<file path="config.mk">
export PLATFORM = sky130hd
export DESIGN_NAME = btn_conditioner
export DESIGN_NICKNAME = d
export VERILOG_FILES = /design/src/rtl/clock_pkg.sv /design/src/rtl/btn_channel.sv /design/src/rtl/btn_conditioner.sv
export SDC_FILE = /design/constraint.sdc
export NUM_CORES = 1
export LEC_CHECK = 0
export ABC_AREA = 0
export BUFFER_PORTS_ARGS = -buffer_cell sky130_fd_sc_hd__buf_4
export CAP_MARGIN = 40
export CORE_AREA = 3 3 83 117
export DETAILED_ROUTE_END_ITERATION = 6
export DIE_AREA = 0 0 86 120
export SKIP_LAST_GASP = 1
export SLEW_MARGIN = 10
export SYNTH_ARGS = -nofsm -noshare
export SYNTH_HDL_FRONTEND = slang
export SYNTH_SLANG_ARGS = --single-unit
</file>
<file path="constraint.sdc">
create_clock -name clk -period 2.4 [get_ports clk]
set_input_delay 0.24 -clock clk [delete_from_list [all_inputs] [get_ports clk]]
set_output_delay 0.24 -clock clk [all_outputs]
set_load 0.02 [all_outputs]
</file>
<file path="src/rtl/clock_pkg.sv">
// ---------------------------------------------------------------------------
// clock_pkg: shared stopwatch clock constants, button indices, repeat states
// Rev 1.0
// ---------------------------------------------------------------------------
`default_nettype none

package clock_pkg;

  localparam int CLK_HZ = 50_000_000;

  // Debounce 20 ms, first repeat after 0.5 s, then every 0.1 s
  localparam int DEBOUNCE_CYCLES_DEF = CLK_HZ / 50;
  localparam int REPEAT_DELAY_DEF    = CLK_HZ / 2;
  localparam int REPEAT_PERIOD_DEF   = CLK_HZ / 10;

  typedef enum logic [1:0] {
    BTN_M = 2'd0,
    BTN_S = 2'd1,
    BTN_R = 2'd2
  } btn_idx_e;

  typedef enum logic [1:0] {
    REP_IDLE   = 2'd0,
    REP_DELAY  = 2'd1,
    REP_REPEAT = 2'd2
  } rep_state_e;

  function automatic int imax(input int a, input int b);
    return (a > b) ? a : b;
  endfunction

endpackage

`default_nettype wire

</file>
<file path="src/rtl/btn_channel.sv">
// ---------------------------------------------------------------------------
// btn_channel: synchroniser, debounce, press/release pulses and optional
// hold-to-repeat (compiled in with BTN_REPEAT_EN).  Rev 1.0
// ---------------------------------------------------------------------------
`default_nettype none

module btn_channel
  import clock_pkg::*;
#(
  parameter int DEBOUNCE_CYCLES = DEBOUNCE_CYCLES_DEF,
  parameter int REPEAT_DELAY    = REPEAT_DELAY_DEF,
  parameter int REPEAT_PERIOD   = REPEAT_PERIOD_DEF
) (
  input  logic clk,
  input  logic rst,
  input  logic raw,
  output logic level,
  output logic press,
  output logic rel
);

  localparam int CW = $clog2(DEBOUNCE_CYCLES);
  localparam logic [CW-1:0] CNT_MAX = CW'(DEBOUNCE_CYCLES - 1);

  logic          sync1;
  logic          sync2;
  logic [CW-1:0] cnt;
  logic [CW-1:0] cnt_d;
  logic          level_d;
  logic          press_d;
  logic          rel_d;

`ifdef BTN_REPEAT_EN
  localparam int RCW = imax(1, $clog2(imax(REPEAT_DELAY, REPEAT_PERIOD)));
  localparam logic [RCW-1:0] DELAY_MAX  = RCW'(REPEAT_DELAY - 1);
  localparam logic [RCW-1:0] PERIOD_MAX = RCW'(REPEAT_PERIOD - 1);

  rep_state_e     rstate;
  rep_state_e     rstate_d;
  logic [RCW-1:0] rcnt;
  logic [RCW-1:0] rcnt_d;
`else
  logic unused_repeat_cfg;
  assign unused_repeat_cfg = ^{REPEAT_DELAY, REPEAT_PERIOD};
`endif

  always_comb begin
    level_d = level;
    cnt_d   = cnt;
    press_d = 1'b0;
    rel_d   = 1'b0;
    if (sync2 == level) begin
      cnt_d = '0;
    end else if (cnt == CNT_MAX) begin
      level_d = sync2;
      cnt_d   = '0;
      press_d = sync2;
      rel_d   = ~sync2;
    end else begin
      cnt_d = cnt + CW'(1);
    end
`ifdef BTN_REPEAT_EN
    rstate_d = rstate;
    rcnt_d   = rcnt;
    // A release always wins: back to idle with no repeat pulse this cycle
    if (rel_d) begin
      rstate_d = REP_IDLE;
      rcnt_d   = '0;
    end else begin
      unique case (rstate)
        REP_IDLE: begin
          if (press_d) begin
            rstate_d = REP_DELAY;
            rcnt_d   = '0;
          end
        end
        REP_DELAY: begin
          if (rcnt == DELAY_MAX) begin
            press_d  = 1'b1;
            rcnt_d   = '0;
            rstate_d = REP_REPEAT;
          end else begin
            rcnt_d = rcnt + RCW'(1);
          end
        end
        REP_REPEAT: begin
          if (rcnt == PERIOD_MAX) begin
            press_d = 1'b1;
            rcnt_d  = '0;
          end else begin
            rcnt_d = rcnt + RCW'(1);
          end
        end
        default: rstate_d = REP_IDLE;
      endcase
    end
`endif
  end

  always_ff @(posedge clk) begin
    if (rst) begin
      sync1 <= 1'b0;
      sync2 <= 1'b0;
      level <= 1'b0;
      press <= 1'b0;
      rel   <= 1'b0;
      cnt   <= '0;
    end else begin
      sync1 <= raw;
      sync2 <= sync1;
      level <= level_d;
      press <= press_d;
      rel   <= rel_d;
      cnt   <= cnt_d;
    end
  end

`ifdef BTN_REPEAT_EN
  always_ff @(posedge clk) begin
    if (rst) begin
      rstate <= REP_IDLE;
      rcnt   <= '0;
    end else begin
      rstate <= rstate_d;
      rcnt   <= rcnt_d;
    end
  end
`endif

endmodule

`default_nettype wire

</file>
<file path="src/rtl/btn_conditioner.sv">
// ---------------------------------------------------------------------------
// btn_conditioner: N_BTN independent button channels feeding the msr decoder;
// hold-to-repeat enabled by BTN_REPEAT_EN.  Rev 1.0
// ---------------------------------------------------------------------------
`default_nettype none

module btn_conditioner
  import clock_pkg::*;
#(
  parameter int N_BTN           = 3,
  parameter int DEBOUNCE_CYCLES = DEBOUNCE_CYCLES_DEF,
  parameter int REPEAT_DELAY    = REPEAT_DELAY_DEF,
  parameter int REPEAT_PERIOD   = REPEAT_PERIOD_DEF
) (
  input  logic             clk,
  input  logic             rst,
  input  logic [N_BTN-1:0] btn_raw,
  output logic [N_BTN-1:0] btn_level,
  output logic [N_BTN-1:0] btn_press,
  output logic [N_BTN-1:0] btn_release
);

  for (genvar i = 0; i < N_BTN; i++) begin : g_ch
    btn_channel #(
      .DEBOUNCE_CYCLES (DEBOUNCE_CYCLES),
      .REPEAT_DELAY    (REPEAT_DELAY),
      .REPEAT_PERIOD   (REPEAT_PERIOD)
    ) u_channel (
      .clk   (clk),
      .rst   (rst),
      .raw   (btn_raw[i]),
      .level (btn_level[i]),
      .press (btn_press[i]),
      .rel   (btn_release[i])
    );
  end

endmodule

`default_nettype wire

</file>
==> flow_metrics.py <==
metrics = {
    "clock_network": {
        "post_cts_buffers": 0,
        "cts_root_buf": "clkbuf_16",
        "cts_buffers": 9,
        "clk_pin_slew_ps": 60,
        "cts_sinks": 75,
        "ctsLongestPathBuffers": 2,
        "cts_tree": "yes",
        "insertion_delay_ps": 330,
        "htreeDepth": 3,
        "cts.repair.resized": 0,
        "postCtsHoldBufs": 0,
    },
    "layout": {
        "final_util_pct": 42.34,
        "n_fill_cell": 892,
        "drive_above_1_share_pct": 10.99,
        "area_growth_pct": 13.58,
        "antennaDiodeCount": 0,
        "layout.nets": 385,
        "layoutNonFillerInstCount": 489,
    },
    "sta": {
        "fin_tns_setup_ps": 0,
        "fin_crit_sh_pct": 82.45,
        "worst_clock_skew_ps": 5.538,
        "min_period_ps": 1979,
        "max_freq_ghz": 0.5053,
        "rsz0062_at_grt": "false",
        "worst_slew_pin_slew_ps": 524.5,
        "slew_violations": 0,
        "setup_viol": 0,
        "slew_headroom_pct": 64.90,
        "finalHoldViolCount": 0,
    },
    "power": {
        "p_int_uw": 2123,
        "clkPwrFrac_pct": 51.4,
        "cellLeakagePower_uw": 0.001159,
        "p_total_uw": 2642,
        "power_density_nw_per_um2": 703.2,
        "net-switching-power_uw": 519.6,
        "vdd_drop_max_v": 0.0004035,
        "p_sw_share_pct": 19.67,
        "combPwrFrac_pct": 1.1,
        "seq_power_share_pct": 47.5,
    },
    "setup_path": {
        "cp_max_fo": 19,
        "crit_required_ps": 2600,
        "crit_type": "reg2reg",
        "crit_path_end_kind": "flop",
        "cp.arrival_ps": 2180,
        "worst_setup_path_start_kind": "flop",
    },
    "logic_synthesis": {
        "yosys.cell_types.count": 40,
        "postSynthRegisterBits": 75,
        "ys_seq_area_share_pct": 45.39,
        "syn_nets": 376,
        "yosys_warnings": 0,
        "synthCells": 368,
        "syn_area_um2": 3308,
        "syn_area_per_cell_um2": 8.990,
    },
    "route": {
        "first_iter_violations": 81,
        "drc_errors": 0,
        "vias": 2530,
        "ant_nets": 0,
        "wirelength_um": 6055,
        "drt_pass1_iterations": 4,
        "routed_via_density": 5.174,
        "avgRoutedWirePerCell_um": 12.38,
    },
    "placed_design": {
        "dp_hpwl_um": 4290,
        "gp_congestion": 0.7361,
        "port_buffers": 13,
        "dp_cells": 473,
    },
    "hold_path": {
        "hp-class": "in2reg",
    },
    "run": {
        "max-cap-violations": 0,
    },
    "die": {
        "die_area_um2": 10320,
        "io_pins": 14,
        "num_rows": 41,
        "die_y_um": 120,
        "die_w_um": 86,
        "start_util_pct": 37.28,
        "core_um2": 8875,
    },
    "global_routing": {
        "grt_pass1_wl_um": 10960,
        "grt_max_degree": 21,
        "first_global_vias": 2451,
        "overflow": 0,
        "grt.total_usage_pct": 13.17,
        "antenna_found_initial": 0,
    },
    "outcome": {
        "status": "complete, no violations",
    },
}
cell usage after synthesis:
cell	instances	area, µm²
a21bo_2	1	10.01
a21oi_1	19	95.09
a21oi_2	1	8.760
and2_1	2	12.51
and3_1	9	56.30
and4_1	6	52.55
buf_1	1	3.750
buf_2	1	5.000
buf_4	9	67.56
buf_6	1	11.26
clkbuf_1	6	22.52
dfxtp_1	75	1501
ha_1	3	37.54
inv_1	12	45.04
nand2_1	17	63.81
nand3_1	24	120.1
nand3b_1	1	7.510
nand4_1	10	62.56
nand4_4	1	21.27
nand4b_1	1	8.760
nor2_1	52	195.2
nor2b_1	6	37.54
nor3_1	6	30.03
nor3b_1	3	22.52
nor4_1	6	37.54
nor4_2	1	12.51
nor4_4	1	21.27
nor4b_1	6	52.55
o21ai_0	12	60.06
o21ai_4	1	16.27
o31ai_1	9	67.56
or2_0	1	6.260
or2_4	1	8.760
or3_1	10	62.56
or3_4	2	22.52
or3b_1	1	8.760
or4_1	8	60.06
or4_4	2	22.52
xnor2_1	26	227.7
xor2_1	14	122.6
stage by stage:
| step | area [µm²] | hold slack (ps) | setup WS, ps |
|---|---|---|---|
| 5_1_grt | 3757 | 152.1 | 246.2 |
| 6_report | 3757 | 118.1 | 421.2 |
| 3_3_place_gp | 3452 | 420.3 | 441.0 |
| 4_1_cts | 3757 | 104.1 | 389.0 |
| 3_5_place_dp | 3452 | 424.2 | 398.0 |
| 2_1_floorplan | 3308 | 311.6 | 629.7 |
final cells by class:
type / instances / area, µm² / share of cell area, %
multi-input cells: 263 / 1652 / 43.96
flip-flops and latches: 75 / 1501 / 39.96
clock buffers: 12 / 256.5 / 6.827
well taps: 107 / 133.9 / 3.563
repair buffers: 16 / 120.1 / 3.197
clock inverters: 4 / 48.80 / 1.299
inverters: 12 / 45.04 / 1.199
sequential cells by signal, summed over array words and instances (netlist names):
register	flops
g_ch.u_channel.cnt	60
g_ch.u_channel.level	3
g_ch.u_channel.press	3
g_ch.u_channel.rel	3
g_ch.u_channel.sync1	3
g_ch.u_channel.sync2	3
per-layer routing:
metal / vias up / share of wire, % / global-route usage (%)
met2: 31 / 49 / 21.24
li1: 1303 / - / -
met1: 1185 / 45 / 15.56
met5: - / 0 / 0
met4: 0 / 2.6 / 7.822
met3: 11 / 3.6 / 3.297
cells in the final DEF, fill, tap and decap left out, drive strengths merged, types with 10 or more instances in the layout:
cell,instances
dfxtp,75
inv,12
buf,16
nor2,52
clkbuf,12
nand4,11
o21ai,13
nand3,24
xnor2,26
or4,10
or3,12
xor2,14
nand2,17
a21oi,20
critical path, stage by stage (launching register included):
cell	delay (ps)
dfxtp_1	350
ha_1	240
nand3_1	110
or4_4	570
o21ai_4	470
nor2_1	100
path summary, 6_finish.rpt:
check,slack [ps],depth (start not counted),startpoint,endpoint
worst min register to register,430,1,g_ch[0].u_channel.sync1,g_ch[0].u_channel.sync2
worst min-delay path,120,2,btn_raw[0],g_ch[0].u_channel.sync1
worst max-delay path,420,5,g_ch[0].u_channel.cnt[0],g_ch[0].u_channel.cnt[10]
worst max register to register,420,5,g_ch[0].u_channel.cnt[0],g_ch[0].u_channel.cnt[10]
power by group through the flow:
stage | registers (µW) | clock network [µW] | logic, µW
after detailed placement | 1280 | 0 | 29.4
after floorplan | 1280 | 0 | 18.9
after global placement | 1280 | 0 | 29.4
after CTS | 1260 | 1400 | 29.6
after global routing | 1260 | 1450 | 33.4
final | 1260 | 1360 | 29.0
cells by family (layout without fill, tap and decap cells):
group / Yosys count / count (layout) / synth area share, %
AO/OA/AOI/OAI: 43 / 43 / 7.791
XOR/XNOR: 40 / 40 / 10.59
adder cells (fa/ha/maj): 3 / 3 / 1.135
buffers and inverters: 30 / 44 / 4.689
flip-flops: 75 / 75 / 45.39
AND/OR/NAND/NOR: 177 / 177 / 30.41
Power figures use the tool's default switching activity.
